File: src/rtl/qick_div_arbiter.sv
// qick_div_arbiter
// ----------------
// Shares a single pipelined restoring divider among NREQ requesters.
// Requests are granted round-robin, one division is in flight at a time, and
// the result is returned to the granted requester with a one-cycle done pulse.
// A zero divisor is answered locally without launching the divider.
//
// Optional feature (compile-time macro QICK_DIV_SIGNED_EN):
//   defined   -> two's-complement signed division. Operand magnitudes go to the
//                divider, and the signs are restored when the result is captured.
//   undefined -> purely unsigned division. No sign logic is built.
//
// Parameters:
//   NREQ            number of requesters (2..8)
//   DW              operand/result width (must match the divider)
// Ports:
//   clk_i           clock
//   rst_ni          synchronous active-low reset
//   req_i           per-requester request, held until the matching ack_o bit
//   a_i / b_i       packed dividends/divisors, slice k = [k*DW +: DW]
//   ack_o           one-hot grant pulse (combinational, IDLE only)
//   done_o          one-hot result-valid pulse (registered)
//   quotient_o      result quotient (registered, held until the next result)
//   remainder_o     result remainder (registered, held until the next result)
//   dz_o            divide-by-zero flag, valid with done_o
//   busy_o          high whenever the FSM is not in IDLE
//   div_start_o     start pulse to the divider
//   div_a_o/div_b_o operands to the divider, stable from ISSUE onward
//   div_ready_i     divider ready (drops the cycle after a start)
//   div_quotient_i  divider quotient
//   div_remainder_i divider remainder

module qick_div_arbiter #(
    parameter int NREQ = 2,
    parameter int DW   = 32
) (
    input  logic                 clk_i,
    input  logic                 rst_ni,
    input  logic [NREQ-1:0]      req_i,
    input  logic [NREQ*DW-1:0]   a_i,
    input  logic [NREQ*DW-1:0]   b_i,
    output logic [NREQ-1:0]      ack_o,
    output logic [NREQ-1:0]      done_o,
    output logic [DW-1:0]        quotient_o,
    output logic [DW-1:0]        remainder_o,
    output logic                 dz_o,
    output logic                 busy_o,
    output logic                 div_start_o,
    output logic [DW-1:0]        div_a_o,
    output logic [DW-1:0]        div_b_o,
    input  logic                 div_ready_i,
    input  logic [DW-1:0]        div_quotient_i,
    input  logic [DW-1:0]        div_remainder_i
);

    localparam int PW = (NREQ > 1) ? $clog2(NREQ) : 1;

    typedef enum logic [1:0] {
        IDLE,
        ISSUE,
        BUSY,
        RESP
    } state_t;

    state_t          state;
    logic [PW-1:0]   rr_ptr;
    logic [PW-1:0]   id;
    logic [PW-1:0]   grant;
    logic [PW-1:0]   next_ptr;
    logic            grant_valid;
    logic [PW:0]     idx;
    logic [DW-1:0]   sel_a;
    logic [DW-1:0]   sel_b;
    logic [DW-1:0]   mag_a;
    logic [DW-1:0]   mag_b;
    logic [DW-1:0]   res_q;
    logic [DW-1:0]   res_r;

    function automatic logic [NREQ-1:0] onehot(input logic [PW-1:0] v);
        logic [NREQ-1:0] r;
        r = '0;
        for (int k = 0; k < NREQ; k++) begin
            r[k] = (v == PW'(k));
        end
        return r;
    endfunction

    // The search walks downward from the farthest offset, so the requester
    // closest to rr_ptr is written last and wins.
    always_comb begin
        grant       = '0;
        grant_valid = 1'b0;
        idx         = '0;
        for (int i = NREQ - 1; i >= 0; i--) begin
            idx = {1'b0, rr_ptr} + (PW+1)'(i);
            if (idx >= (PW+1)'(NREQ)) begin
                idx = idx - (PW+1)'(NREQ);
            end
            if (req_i[idx[PW-1:0]]) begin
                grant       = idx[PW-1:0];
                grant_valid = 1'b1;
            end
        end
    end

    assign next_ptr = (grant == PW'(NREQ - 1)) ? '0 : grant + PW'(1);

    // Pick the winning requester's operand slices.
    always_comb begin
        sel_a = '0;
        sel_b = '0;
        for (int k = 0; k < NREQ; k++) begin
            if (grant == PW'(k)) begin
                sel_a = a_i[k*DW +: DW];
                sel_b = b_i[k*DW +: DW];
            end
        end
    end

    // The grant is only visible in IDLE and while the block is out of reset,
    // so that a reset cycle never looks like an accept to a requester.
    always_comb begin
        ack_o = '0;
        if (state == IDLE && rst_ni && grant_valid) begin
            ack_o = onehot(grant);
        end
    end

`ifdef QICK_DIV_SIGNED_EN
    logic neg_q;
    logic neg_r;

    // Remember the result signs at accept time. The divider only sees magnitudes.
    // The most-negative value maps onto itself as an unsigned magnitude, so
    // most-negative / -1 falls out correctly without a special case.
    always_ff @(posedge clk_i) begin
        if (!rst_ni) begin
            neg_q <= 1'b0;
            neg_r <= 1'b0;
        end else if (state == IDLE && grant_valid) begin
            neg_q <= sel_a[DW-1] ^ sel_b[DW-1];
            neg_r <= sel_a[DW-1];
        end
    end

    assign mag_a = sel_a[DW-1] ? -sel_a : sel_a;
    assign mag_b = sel_b[DW-1] ? -sel_b : sel_b;
    assign res_q = neg_q ? -div_quotient_i  : div_quotient_i;
    assign res_r = neg_r ? -div_remainder_i : div_remainder_i;
`else
    assign mag_a = sel_a;
    assign mag_b = sel_b;
    assign res_q = div_quotient_i;
    assign res_r = div_remainder_i;
`endif

    // Main FSM. All outputs except ack_o are registered here.
    // div_start_o and done_o default low so that they last exactly one cycle.
    always_ff @(posedge clk_i) begin
        if (!rst_ni) begin
            state       <= IDLE;
            rr_ptr      <= '0;
            id          <= '0;
            done_o      <= '0;
            quotient_o  <= '0;
            remainder_o <= '0;
            dz_o        <= 1'b0;
            busy_o      <= 1'b0;
            div_start_o <= 1'b0;
            div_a_o     <= '0;
            div_b_o     <= '0;
        end else begin
            div_start_o <= 1'b0;
            done_o      <= '0;
            case (state)
                IDLE: begin
                    if (grant_valid) begin
                        id     <= grant;
                        rr_ptr <= next_ptr;
                        busy_o <= 1'b1;
                        if (sel_b == '0) begin
                            // Divide-by-zero is answered here, and the divider stays idle.
                            quotient_o  <= '1;
                            remainder_o <= sel_a;
                            dz_o        <= 1'b1;
                            done_o      <= onehot(grant);
                            state       <= RESP;
                        end else begin
                            div_a_o     <= mag_a;
                            div_b_o     <= mag_b;
                            div_start_o <= 1'b1;
                            state       <= ISSUE;
                        end
                    end
                end
                // div_ready_i is still high from the previous idle period
                // during ISSUE, so it is not looked at until BUSY.
                ISSUE: begin
                    state <= BUSY;
                end
                BUSY: begin
                    if (div_ready_i) begin
                        quotient_o  <= res_q;
                        remainder_o <= res_r;
                        dz_o        <= 1'b0;
                        done_o      <= onehot(id);
                        state       <= RESP;
                    end
                end
                RESP: begin
                    busy_o <= 1'b0;
                    state  <= IDLE;
                end
                default: begin
                    busy_o <= 1'b0;
                    state  <= IDLE;
                end
            endcase
        end
    end

endmodule

File: config.mk
export PLATFORM = sky130hd
export DESIGN_NAME = qick_div_arbiter
export DESIGN_NICKNAME = d
export VERILOG_FILES = /design/src/rtl/qick_div_arbiter.sv
export SDC_FILE = /design/constraint.sdc
export NUM_CORES = 1
export LEC_CHECK = 0
export ABC_AREA = 1
export BUFFER_PORTS_ARGS = -buffer_cell sky130_fd_sc_hd__buf_4
export CORE_MARGIN = 2
export CORE_UTILIZATION = 45
export DETAILED_ROUTE_END_ITERATION = 7
export GPL_TIMING_DRIVEN = 0
export PLACE_DENSITY = 0.76
export SETUP_SLACK_MARGIN = 0.05
export SLEW_MARGIN = 15
export SYNTH_ARGS = -nofsm -noshare
export SYNTH_HDL_FRONTEND = slang
export SYNTH_SLANG_ARGS = --single-unit
File: constraint.sdc
create_clock -name clk_i -period 2.14 [get_ports clk_i]
set_input_delay 0.214 -clock clk_i [delete_from_list [all_inputs] [get_ports clk_i]]
set_output_delay 0.214 -clock clk_i [all_outputs]
set_load 0.02 [all_outputs]
==> flow_metrics.tcl <==
set metrics [dict create \
    status "finished with violations" \
    violations "setup timing" \
    postSynthAreaPerCell_um2 6.14 \
    use_met1_pct 35.7 \
    clockRootBuffer "clkbuf_16" \
    grt_max_degree 17 \
    power.internal_mw 9.52 \
    insertion_delay_ps 430 \
    period_needed_ps 2280 \
    port_buffers 330 \
    fmax_ghz 0.439 \
    p_leak_nw 6.80 \
    drv_cap 0 \
    grt_antenna_before_repair 0 \
    layout-drive-gt1-share_pct 35.1 \
    critical_path_class "flop to flop" \
    final_cell_area_mm2 0.0122 \
    ff_latch_area_mm2 0.00274 \
    combPwrFrac_pct 57.3 \
    worstMarginPinSlew_ps 752 \
    cp-start-kind "flop" \
    worstPathArrival_ps 2640 \
    hold_viol 0 \
    rows 47 \
    overflow 0 \
    cts_buffers 17 \
    p_per_area_mw_per_mm2 1370 \
    rsz0062_at_grt "true" \
    path_max_fanout 10 \
    drcViolationCount 0 \
    place_area_mm2 0.0105 \
    ys_seq_elements 137 \
    syn_nets 1455 \
    final.setup.tns_ps -6920 \
    cts_tree "yes" \
    setup_violations 117 \
    slew_headroom_pct 49.8 \
    setup_slack_ps -140 \
    pwr-share-clk_pct 18.4 \
    die_w_um 135 \
    nFillCells 1353 \
    drt_iter0_drc 536 \
    area_delta_synth_final_pct 58.3 \
    layout_common_cells "buf_4 (370), nand2_1 (324), inv_1 (234)" \
    core_mm2 0.0166 \
    pwr-share-seq_pct 24.3 \
    num_vias 8991 \
    min_path_type "input port to flop" \
    wl_per_cell_um 15.1 \
    postRouteAntennaNets 0 \
    clk_path_buf_depth 2 \
    use_met2_pct 50.6 \
    clk_pin_slew_ps 60 \
    die_h_um 135 \
    hpwl_mm 20.2 \
    syn_area_mm2 0.00770 \
    multi_input_area_mm2 0.00402 \
    io_pins 332 \
    numClockSinks 137 \
    dieArea_mm2 0.0182 \
    start_util_pct 46.3 \
    use_met3_pct 7.96 \
    synth.yosys.seq_area_share_pct 35.6 \
    synthCells 1255 \
    gp_congestion 0.963 \
    yosysWarnings 0 \
    grt_pass1_vias 8392 \
    dr.pass1.iters 5 \
    nNetsFinal 1855 \
    fin_worst_skew_ps 9.56 \
    final_common_cell "buf_4" \
    htree_levels 4 \
    grt_busiest_layer "met2" \
    hold_buffers 0 \
    ir_worst_vdd_v 0.000853 \
    grtUsageTotal_pct 29.6 \
    drv_slew 0 \
    yosysUniqueCellTypes 21 \
    worstPathRequired_ps 2500 \
    swShare_pct 43.0 \
    p_sw_mw 7.19 \
    hold-worst-slack_ps 80.8 \
    wirelength_mm 28.6 \
    cp-end-kind "flop" \
    timing.final.crit_share_pct 107 \
    num_antenna_cells 0 \
    via_per_inst 4.76 \
    grt_pass1_wl_mm 42.3 \
]
-- cell families after synthesis --
family | count (synthesis) | share of synthesized area [%]
multiplexers | 32 | 4.16
AND/OR/NAND/NOR | 718 | 39.6
buffers and inverters | 317 | 17.0
AO/OA/AOI/OAI | 48 | 3.18
adder cells (fa/ha/maj) | 3 | 0.487
flip-flops | 137 | 35.6
-- flip-flops by register name, indices dropped and copies added (netlist names) --
signal and cells:
id 1, remainder_o 32, rr_ptr 1, quotient_o 32, div_start_o 1, dz_o 1, div_b_o 32, div_a_o 32
busy_o 1, state 2, done_o 2
-- synthesized netlist by cell type (all sizes together) --
cell | number | area share [%]
clkbuf | 40 | 1.9
o22ai | 2 | 0.16
nand2 | 380 | 19
buf | 40 | 3.5
ha | 3 | 0.49
nand3 | 3 | 0.19
a21oi | 4 | 0.26
nand3b | 27 | 2.6
nand4 | 64 | 5.2
nor2 | 212 | 10
o21a | 1 | 0.097
or2 | 32 | 2.6
mux2i | 32 | 4.2
o21ai | 41 | 2.7
dfxtp | 137 | 36
inv | 237 | 12
-- through the flow --
step           worst slack, ps  util (%)  cells  total power [mW]
2_1_floorplan              238         -   1255              8.99
3_3_place_gp              -413      62.8   1805              11.8
3_5_place_dp              -442      62.8   1805              11.9
6_report                  -140      73.3   1887              16.7
4_1_cts                  -73.6      70.3   1876              15.9
5_1_grt                   -233      73.3   1887              17.8
-- final cells by class --
class / count / area share [%]
Clock buffer: 21 / 3.86
Sequential cell: 137 / 22.5
Buffer: 80 / 5.06
Clock inverter: 10 / 1.18
Inverter: 237 / 7.29
Tap cell: 220 / 2.26
Multi-Input combinational cell: 801 / 33.0
Timing Repair Buffer: 381 / 24.9
-- repair_timing --
item | CTS | global route
cloned | 3 | 6
gates resized for setup | 101 | 105
endpoints found under the hold margin | 0 | 0
buffers inserted | 37 | 6
endpoints found under the setup margin | 133 | 135
pin swaps | 25 | 33
-- path summary, 6_finish.rpt --
kind / startpoint / cells after the start / slack (ps) / endpoint
worst max-delay path: rr_ptr$_SDFFE_PN0P_ / 16 / -140 / div_b_o[26]$_SDFFE_PN0P_
worst min-delay path: div_quotient_i[11] / 4 / 80 / quotient_o[11]$_SDFFE_PN0P_
worst min register to register: dz_o$_SDFFE_PN0P_ / 2 / 480 / dz_o$_SDFFE_PN0P_
worst max register to register: rr_ptr$_SDFFE_PN0P_ / 16 / -140 / div_b_o[26]$_SDFFE_PN0P_
-- power by group through the flow --
stage	Combinational [mW]	Clock, mW	Sequential (mW)
2_1_floorplan	3.77	0	5.22
3_3_place_gp	7.77	0	4.05
3_5_place_dp	7.86	0	4.09
4_1_cts	8.69	3.12	4.06
5_1_grt	10.4	3.23	4.17
6_report	9.57	3.07	4.07
-- per-layer routing --
metal,routed length (um),vias up,part of all wire (%)
li1,-,4530,-
met1,11700,4068,41
met2,14100,347,49
met3,2040,46,7.1
met4,717,0,2.5
met5,0,-,0
-- worst max-delay path, cell delays in order (launching register included) --
cell and delay [ps]:
dfxtp_2 330, inv_2 50, nand2_4 90, buf_8 150, buf_8 130, nand3b_1 70
nand2_1 140, nand2_1 80, nor2_1 130, nand2_1 90, nor2_2 140, nand2_4 100
buf_4 210, clkbuf_4 200, nand4_1 100, nand2_1 90, nor2_1 120
(Power assumes the default switching activity.)
